[src/rtl/mips_pkg.sv]
// Shared definitions for the single-issue MIPS core: opcodes, the NOP word and the
// instruction-fetch FSM state type.
package mips_pkg;

   localparam logic [5:0]  OP_BEQ   = 6'b000100;
   localparam logic [5:0]  OP_ADDI  = 6'b001000;
   localparam logic [31:0] NOP_WORD = 32'h0000_0000;

   typedef enum logic [2:0] {
      IDLE,
      FETCH,
      WAIT,
      HOLD,
      DRAIN,
      HALT
   } ifu_state_t;

   // A beq whose immediate is -1 targets itself: the program's idle loop.
   function automatic logic is_self_loop_beq(input logic [31:0] word);
      return (word[31:26] == OP_BEQ) && (word[15:0] == 16'hFFFF);
   endfunction

endpackage

[src/rtl/ifu_branch_target.sv]
// PC-relative branch target: base + 4 + (sext(imm) << 2), wrapping modulo 2^PC_W.
// Purely combinational so the execute stage can reuse it.
module ifu_branch_target #(
   parameter int PC_W = 32
) (
   input  logic [PC_W-1:0] base_pc,
   input  logic [15:0]     imm,
   output logic [PC_W-1:0] target
);

   logic [PC_W-1:0] offset;

   assign offset = {{(PC_W-18){imm[15]}}, imm, 2'b00};
   assign target = base_pc + PC_W'(4) + offset;

endmodule

[src/rtl/instr_fetch_unit.sv]
// Instruction fetch unit: owns the PC, issues one imem request at a time and hands words
// to decode over valid/ready. Optional halt on branch-to-self: IFU_SELF_LOOP_HALT_EN.
module instr_fetch_unit
   import mips_pkg::*;
#(
   parameter int              PC_W     = 32,
   parameter logic [PC_W-1:0] RESET_PC = '0
) (
   input  logic            clk,
   input  logic            rst_n,
   output logic            imem_req,
   output logic [PC_W-1:0] imem_addr,
   input  logic            imem_rvalid,
   input  logic [31:0]     imem_rdata,
   output logic            instr_valid,
   input  logic            instr_ready,
   output logic [31:0]     machinecode,
   output logic [PC_W-1:0] instr_pc,
   input  logic            br_taken,
   input  logic [PC_W-1:0] br_base_pc,
   input  logic [15:0]     br_imm,
   output logic            halted
);

   ifu_state_t      state_q, state_d;
   logic [PC_W-1:0] pc_q, pc_d;
   logic            imem_req_q, imem_req_d;
   logic [PC_W-1:0] imem_addr_q, imem_addr_d;
   logic            instr_valid_q, instr_valid_d;
   logic [31:0]     machinecode_q, machinecode_d;
   logic [PC_W-1:0] instr_pc_q, instr_pc_d;
   logic [PC_W-1:0] br_target;
   logic            handshake;
   logic            self_halt;

   ifu_branch_target #(.PC_W(PC_W)) u_branch_target (
      .base_pc (br_base_pc),
      .imm     (br_imm),
      .target  (br_target)
   );

   assign handshake = (state_q == HOLD) && instr_ready;

`ifdef IFU_SELF_LOOP_HALT_EN
   assign self_halt = handshake && is_self_loop_beq(machinecode_q);
`else
   assign self_halt = 1'b0;
`endif

   always_comb begin
      // NOTE: every variable gets a default first so no path leaves it unassigned (no latch).
      state_d       = state_q;
      pc_d          = pc_q;
      machinecode_d = machinecode_q;
      instr_pc_d    = instr_pc_q;

      unique case (state_q)
         IDLE:  state_d = FETCH;
         FETCH: state_d = WAIT;
         WAIT: begin
            if (imem_rvalid) begin
               machinecode_d = imem_rdata;
               instr_pc_d    = pc_q;
               state_d       = HOLD;
            end
         end
         HOLD: begin
            if (handshake) begin
               pc_d    = pc_q + PC_W'(4);
               state_d = FETCH;
            end
         end
         DRAIN: if (imem_rvalid) state_d = FETCH;
         HALT:  state_d = HALT;
         default: state_d = IDLE;
      endcase

      // Redirects override everything except the self-loop halt, which makes HALT terminal.
      if (self_halt) begin
         state_d = HALT;
      end else if (br_taken && (state_q != HALT)) begin
         pc_d = br_target;
         unique case (state_q)
            FETCH: state_d = DRAIN;
            WAIT: begin
               machinecode_d = machinecode_q;
               instr_pc_d    = instr_pc_q;
               state_d       = imem_rvalid ? FETCH : DRAIN;
            end
            HOLD:    state_d = FETCH;
            default: ;
         endcase
      end

      // Outputs are derived from the next state so they come straight out of flops.
      imem_req_d    = (state_d == FETCH);
      imem_addr_d   = (state_d == FETCH) ? pc_d : imem_addr_q;
      instr_valid_d = (state_d == HOLD);
   end

   // NOTE: sequential state uses non-blocking assignments so every flop samples pre-edge values.
   always_ff @(posedge clk or negedge rst_n) begin
      if (!rst_n) begin
         state_q       <= IDLE;
         pc_q          <= RESET_PC;
         imem_req_q    <= 1'b0;
         imem_addr_q   <= RESET_PC;
         instr_valid_q <= 1'b0;
         machinecode_q <= NOP_WORD;
         instr_pc_q    <= RESET_PC;
      end else begin
         state_q       <= state_d;
         pc_q          <= pc_d;
         imem_req_q    <= imem_req_d;
         imem_addr_q   <= imem_addr_d;
         instr_valid_q <= instr_valid_d;
         machinecode_q <= machinecode_d;
         instr_pc_q    <= instr_pc_d;
      end
   end

`ifdef IFU_SELF_LOOP_HALT_EN
   logic halted_q, halted_d;

   assign halted_d = (state_d == HALT);

   always_ff @(posedge clk or negedge rst_n) begin
      if (!rst_n) halted_q <= 1'b0;
      else        halted_q <= halted_d;
   end

   assign halted = halted_q;
`else
   assign halted = 1'b0;
`endif

   assign imem_req    = imem_req_q;
   assign imem_addr   = imem_addr_q;
   assign instr_valid = instr_valid_q;
   assign machinecode = machinecode_q;
   assign instr_pc    = instr_pc_q;

endmodule

[config.mk]
export PLATFORM = sky130hd
export DESIGN_NAME = instr_fetch_unit
export DESIGN_NICKNAME = d
export VERILOG_FILES = /design/src/rtl/mips_pkg.sv /design/src/rtl/ifu_branch_target.sv /design/src/rtl/instr_fetch_unit.sv
export SDC_FILE = /design/constraint.sdc
export NUM_CORES = 1
export LEC_CHECK = 0
export ABC_AREA = 1
export CORE_MARGIN = 8
export CORE_UTILIZATION = 47
export DETAILED_ROUTE_END_ITERATION = 12
export PLACE_DENSITY = 0.75
export RECOVER_POWER = 50
export SETUP_SLACK_MARGIN = 0.3
export SLEW_MARGIN = 20
export SYNTH_ARGS = -nofsm -noshare
export SYNTH_HDL_FRONTEND = slang
export SYNTH_SLANG_ARGS = --single-unit
[constraint.sdc]
create_clock -name clk -period 1.7 [get_ports clk]
set_input_delay 0.17 -clock clk [delete_from_list [all_inputs] [get_ports clk]]
set_output_delay 0.17 -clock clk [all_outputs]
set_load 0.05 [all_outputs]
==> results.cfg, run 1 <==
[timing]
fmax_ghz = 0.468
rsz0062_at_grt = true
fin_crit_sh = 1.26
finalClockSkew_ps = 10.0
relSlewSlack = 0.470
setup_viol = 66
setup_ws_ps = -435
finalCriticalPeriod_ps = 2130
finalHoldViolCount = 0
fin_setup_tns_ps = -11590
worst_pin_slew_ps = 795
holdWs_ps = 235
slew_viol_final = 0

[synth]
synth_edf_count = 0
synthMuxAreaShare = 0.0511
synth_cell_types = 41
synth.area.top_cells = dfrtp_1 (39%), nand2_1 (19%), ha_1 (8.4%)
syn-instance-count = 1158
synth_common_cells = nand2_1 (426), inv_1 (144), dfrtp_1 (133), nand3_1 (93), nor2_1 (73)
yosysSeqAreaShare = 0.387
synth_flop_cell = dfrtp_1
synth_xor_area_frac = 0.0153
ys_ff_latch = 133
synth_top_family_by_area = simple AND/OR/NAND/NOR gates
netlist_area_um2 = 8590
synth-async-reset-ratio = 1.00
avgSynthCellArea_um2 = 7.42
synth_compound_area_frac = 0.0500
synth_top_area_frac = 0.387
synth-simple-area-share = 0.325
synthAdderAreaFrac = 0.0868
yosys.area.top_type = dfrtp_1
yosysMostFrequentCell = nand2_1
syn_nets = 1302
yosysWarnings = 0

[status]
violations = setup timing
status = complete, but fails checks

[routing]
drt_iter0_markers = 1119
ant_nets = 0
drc_errors = 0
avgViaCountPerCell = 5.96
vias = 10584
wl_per_cell_um = 24.6
routed_wl_um = 43700
first_pass_iters = 7

[floorplanning]
die_h_um = 151
fp.dieArea_um2 = 22900
die_x_um = 151
start_util = 0.478
ios = 184
core_area_um2 = 18000
std_cell_rows = 49

[finish]
nNetsFinal = 1679
fillerInstances = 861
antenna_cells = 0
syn_to_final_growth_pct = 81.6
drive_gt1_frac = 0.536

[clocking]
cts_max_path_buffers = 2
clockRootBuffer = clkbuf_16
cts_inserted_buffers = 17
clk_latency_ps = 430
h-tree-depth = 4
cts_tree = yes
clkSlewWorstSetupHoldPaths_ps = 60
cts_sinks = 133

[worst_setup_path]
r2r_cells = 13
worstSetupEndpointType = register
cp.arrival_ps = 2450
cp_max_fo = 5
critPathRequiredTime_ps = 2020
crit_path_start_kind = register
criticalPathCategory = reg2reg

[grt]
grt_overflow_total = 0
grt_max_degree = 53
grt_usage = 0.263
grt_pass1_wl_um = 47000
grt_antenna_before_repair = 0
grt_pass1_vias = 9116

[worst_hold_path]
min_path_type = in2async

[placed_design]
gp_congestion = 0.897
port_buffers = 182
dp_hpwl_um = 22000
dp_slack_ps = -967

[power]
leakagePower_uw = 0.00766
ir_drop_uv = 2010
p_total_uw = 27500
power.density_nw_per_um2 = 1760

[flow_run]
cap_violations = 0
layout make-up:
class / count / area (µm²) / area share
multi-input cells: 853 / 7090 / 0.454
repair buffers: 381 / 3730 / 0.239
flip-flops and latches: 133 / 3340 / 0.214
inverters: 149 / 592 / 0.0379
clock buffers: 17 / 425 / 0.0273
well taps: 229 / 287 / 0.0184
clock inverters: 15 / 146 / 0.00938
kinds of logic (layout without fill, tap and decap cells):
family,after synthesis,in the layout
and+or+nand+nor,657,658
xor gates and xnor gates,15,15
buffers and inverters,173,562
DFF,133,133
AOI/OAI and AO/OA,81,81
muxes,39,39
adders and majority gates,59,59
other,1,1
cell usage in the layout, fill, tap and decap left out, types with 13 or more instances in the layout:
cell	instances
o21ai_1	22
dfrtp_1	125
nand2_4	53
nand2_1	260
clkbuf_16	28
nand3_4	14
nand2_2	118
buf_6	38
inv_2	22
ha_4	56
nand3_1	44
nor2_4	36
inv_1	118
clkdlybuf4s50_1	39
nor2_2	13
clkdlybuf4s15_2	35
o21ai_2	22
nand3_2	41
buf_4	190
nand4_1	14
nor2_1	31
mux2_4	39
dlygate4sd2_1	13
routing by layer:
| metal | share of wire | vias up | track usage | wire (µm) |
|---|---|---|---|---|
| li1 | - | 4462 | - | - |
| met1 | 0.35 | 4982 | 0.314 | 15100 |
| met2 | 0.46 | 833 | 0.449 | 20200 |
| met3 | 0.10 | 307 | 0.0373 | 4520 |
| met4 | 0.088 | 0 | 0.143 | 3840 |
| met5 | 0 | - | 0 | 0 |
flip-flops by register name, summed over array words and instances (netlist names):
| register | count |
|---|---|
| instr_pc | 32 |
| pc_q | 32 |
| state_q | 3 |
| machinecode | 32 |
| imem_req | 1 |
| imem_addr | 32 |
| instr_valid | 1 |
through the flow:
step / cell area (µm²) / std cells / util
detailed placement: 12100 / 1666 / 0.673
CTS: 13900 / 1729 / 0.773
floorplan: 9300 / 1158 / -
finish: 15600 / 1777 / 0.869
global route: 15600 / 1777 / 0.869
global placement: 12100 / 1666 / 0.673
where the power goes:
part	leakage [µW]	internal, µW	total [µW]	switching [µW]
sequential	0.00164	4600	6260	1660
clock	0.000275	2050	3720	1670
combinational	0.00574	6600	17500	10900
repair_timing:
action                     in CTS  in global routing
cloned                          5                 16
hold endpoints to repair      133                  0
setup endpoints to repair     161                130
buffers inserted               25                 32
gates resized for setup       407                381
pin swaps                     112                139
hold buffers                    1                  0
final timing paths:
check	slack, ps	end	startpoint
max in group asynchronous	250	pc_q[22]	rst_n
min	240	machinecode[4]	rst_n
max	-430	imem_addr[30]	pc_q[21]
min reg2reg	490	imem_addr[9]	imem_addr[9]
min in group clk	330	pc_q[2]	br_base_pc[2]
max reg2reg	-430	imem_addr[30]	pc_q[21]
critical path: stages (launching register included):
cell and delay [ps]:
dfrtp_1 500, nand2_1 160, nor2_1 230, nand2_1 280, nor2_2 220, nand2_1 90
nand2_1 100, nand2_1 60, nand2_1 70, nand2_1 50, nand2_1 90, nand2_2 60
nand2_1 60, nand2_1 40
No activity file was read; power rests on OpenSTA's default activity.
==> run 2: changes to the inputs <==
CORE_UTILIZATION = 50   (was 47)
DONT_BUFFER_PORTS = 1   (was not set)
MAX_ROUTING_LAYER = met4   (was not set)
PLACE_DENSITY = 0.65   (was 0.75)
==> run 2 against run 1 <==
The run ends with hold timing, setup timing left. Worst setup slack improved by 360 ps. Cell area shrank 20%. Total power shrank 20%. Critical path depth decreased by 1. Global-route usage up 0.29 points. Non-clock buffer count shrank 207. Sequential cell count stayed put.
==> results.cfg, run 2 (synthesis gave the netlist of run 1 again) <==
[status]
status = complete, but fails checks
violations = hold timing, setup timing

[power]
p_int_uw = 10900
ir_drop_uv = 1180
p_clk_frac = 0.167
combPwrFrac = 0.407
power.density_nw_per_um2 = 1770
leakagePower_uw = 0.00627
p_seq_frac = 0.426
p_switching_uw = 11200
swShare = 0.506

[grt]
grt_usage = 0.266
use_met3 = 0.0446
grt_pass1_vias = 8285
grt_pass1_wl_um = 44200
grt_antenna_before_repair = 0
grt_overflow_total = 0
busiest_layer = met2
use_met2 = 0.433
use_met1 = 0.320
grt_max_degree = 134

[routing]
wl_per_cell_um = 18.3
first_pass_iters = 5
vias = 8241
drt_iter0_markers = 368
drc_errors = 0
ant_nets = 0
routed_wl_um = 28600
avgViaCountPerCell = 5.27

[worst_setup_path]
slowest_stage = dfrtp_1
critPathRequiredTime_ps = 2000
cp.arrival_ps = 2080
crit_path_start_kind = register
worstPathCellList = inv_2 > nand3_4 > nor2_4 > inv_4 > nor2_4 > buf_6 > a21oi_1 > o21ai_1 > o21ai_1 > buf_4 > nand2_1 > nand2_1
worstSetupEndpointType = register
cp_max_fo = 4
crit_path_max_incr_delay_ps = 410
criticalPathCategory = reg2reg

[timing]
relSlewSlack = 0.564
rsz0062_at_grt = true
finalHoldViolCount = 133
worst_pin_slew_ps = 656
holdWs_ps = -547
setup_ws_ps = -74.7
setup_viol = 54
finalClockSkew_ps = 12.7
fmax_ghz = 0.563
fin_crit_sh = 1.04
finalCriticalPeriod_ps = 1770
slew_viol_final = 0

[clocking]
h-tree-depth = 4
clockRootBuffer = clkbuf_16
cts_inserted_buffers = 17
clk_latency_ps = 420
cts_hold_buf = 36
cts_tree = yes
cts_max_path_buffers = 2
cts_sinks = 133
clkSlewWorstSetupHoldPaths_ps = 60

[finish]
syn_to_final_growth_pct = 45.4
final_common_cell = nand2_1
drive_gt1_frac = 0.341
fin_util = 0.732
nNetsFinal = 1471
final_cell_mix = nand2_1 (350), inv_1 (132), dfrtp_1 (124), buf_4 (83), nand2_2 (71)
regArea_um2 = 3340
antenna_cells = 0
fillerInstances = 1320
multi_input_area_um2 = 5940

[worst_hold_path]
min_path_type = in2async

[floorplanning]
die_h_um = 147
die_x_um = 147
std_cell_rows = 48
ios = 184
fp.dieArea_um2 = 21600
core_area_um2 = 17100
start_util = 0.504

[placed_design]
port_buffers = 0
dp_slack_ps = -412
dp_hpwl_um = 19900
gp_congestion = 0.906

[flow_run]
cap_violations = 0
[run 2: layout make-up]
type	count	share of cell area
multi-input combinational	852	0.476
sequential	133	0.267
timing repair buffer	174	0.141
inverter	149	0.0466
clock buffer	18	0.0344
tap	225	0.0225
clock inverter	13	0.0127
[run 2: stage by stage]
stage	cell area [µm²]	power (µW)	hold slack [ps]	TNS, ps	std cells
global placement	10100	15500	-122	-7290	1452
CTS	12200	21500	-560	-382	1552
floorplan	9300	13400	-126	-535	1158
detailed placement	10100	15600	-122	-7960	1452
global route	12500	23100	-569	-5620	1564
finish	12500	22100	-547	-1350	1564
[run 2: worst max-delay path: cells and delay by family (launching register included)]
kind,cells,cell delay [ps]
compound gates,3,240
simple gates,5,550
buf+inv,4,450
flops,1,410
[run 2: path summary, 6_finish.rpt]
check / to / startpoint / slack (ps) / depth (start not counted)
min: machinecode[0] / rst_n / -550 / 0
min in group clk: state_q[2] / imem_rvalid / 30 / 3
max: imem_addr[5] / state_q[2] / -70 / 12
max reg2reg: imem_addr[5] / state_q[2] / -70 / 12
max in group asynchronous: pc_q[7] / rst_n / 1950 / 0
min reg2reg: imem_addr[6] / imem_addr[6] / 490 / 2
[run 2: repair_timing]
item                                    in CTS  in global routing
endpoints found under the setup margin     130                131
pin swaps                                   34                 25
endpoints found under the hold margin      170                133
gates cloned                                 8                  0
resized for setup                          229                 66
buffers inserted                            25                 12
[run 2: per-layer routing]
layer,up-vias,routed length (µm)
met1,3945,12000
met3,51,1500
li1,4020,-
met5,-,0
met2,225,14100
met4,0,1040
[run 2: power groups by stage]
stage	registers, µW	clock network, µW	logic, µW
final	9410	3690	8980
after global routing	9590	3860	9650
after CTS	9360	3700	8480
after detailed placement	9300	0	6330
after global placement	9280	0	6190
after floorplan	9120	0	4270
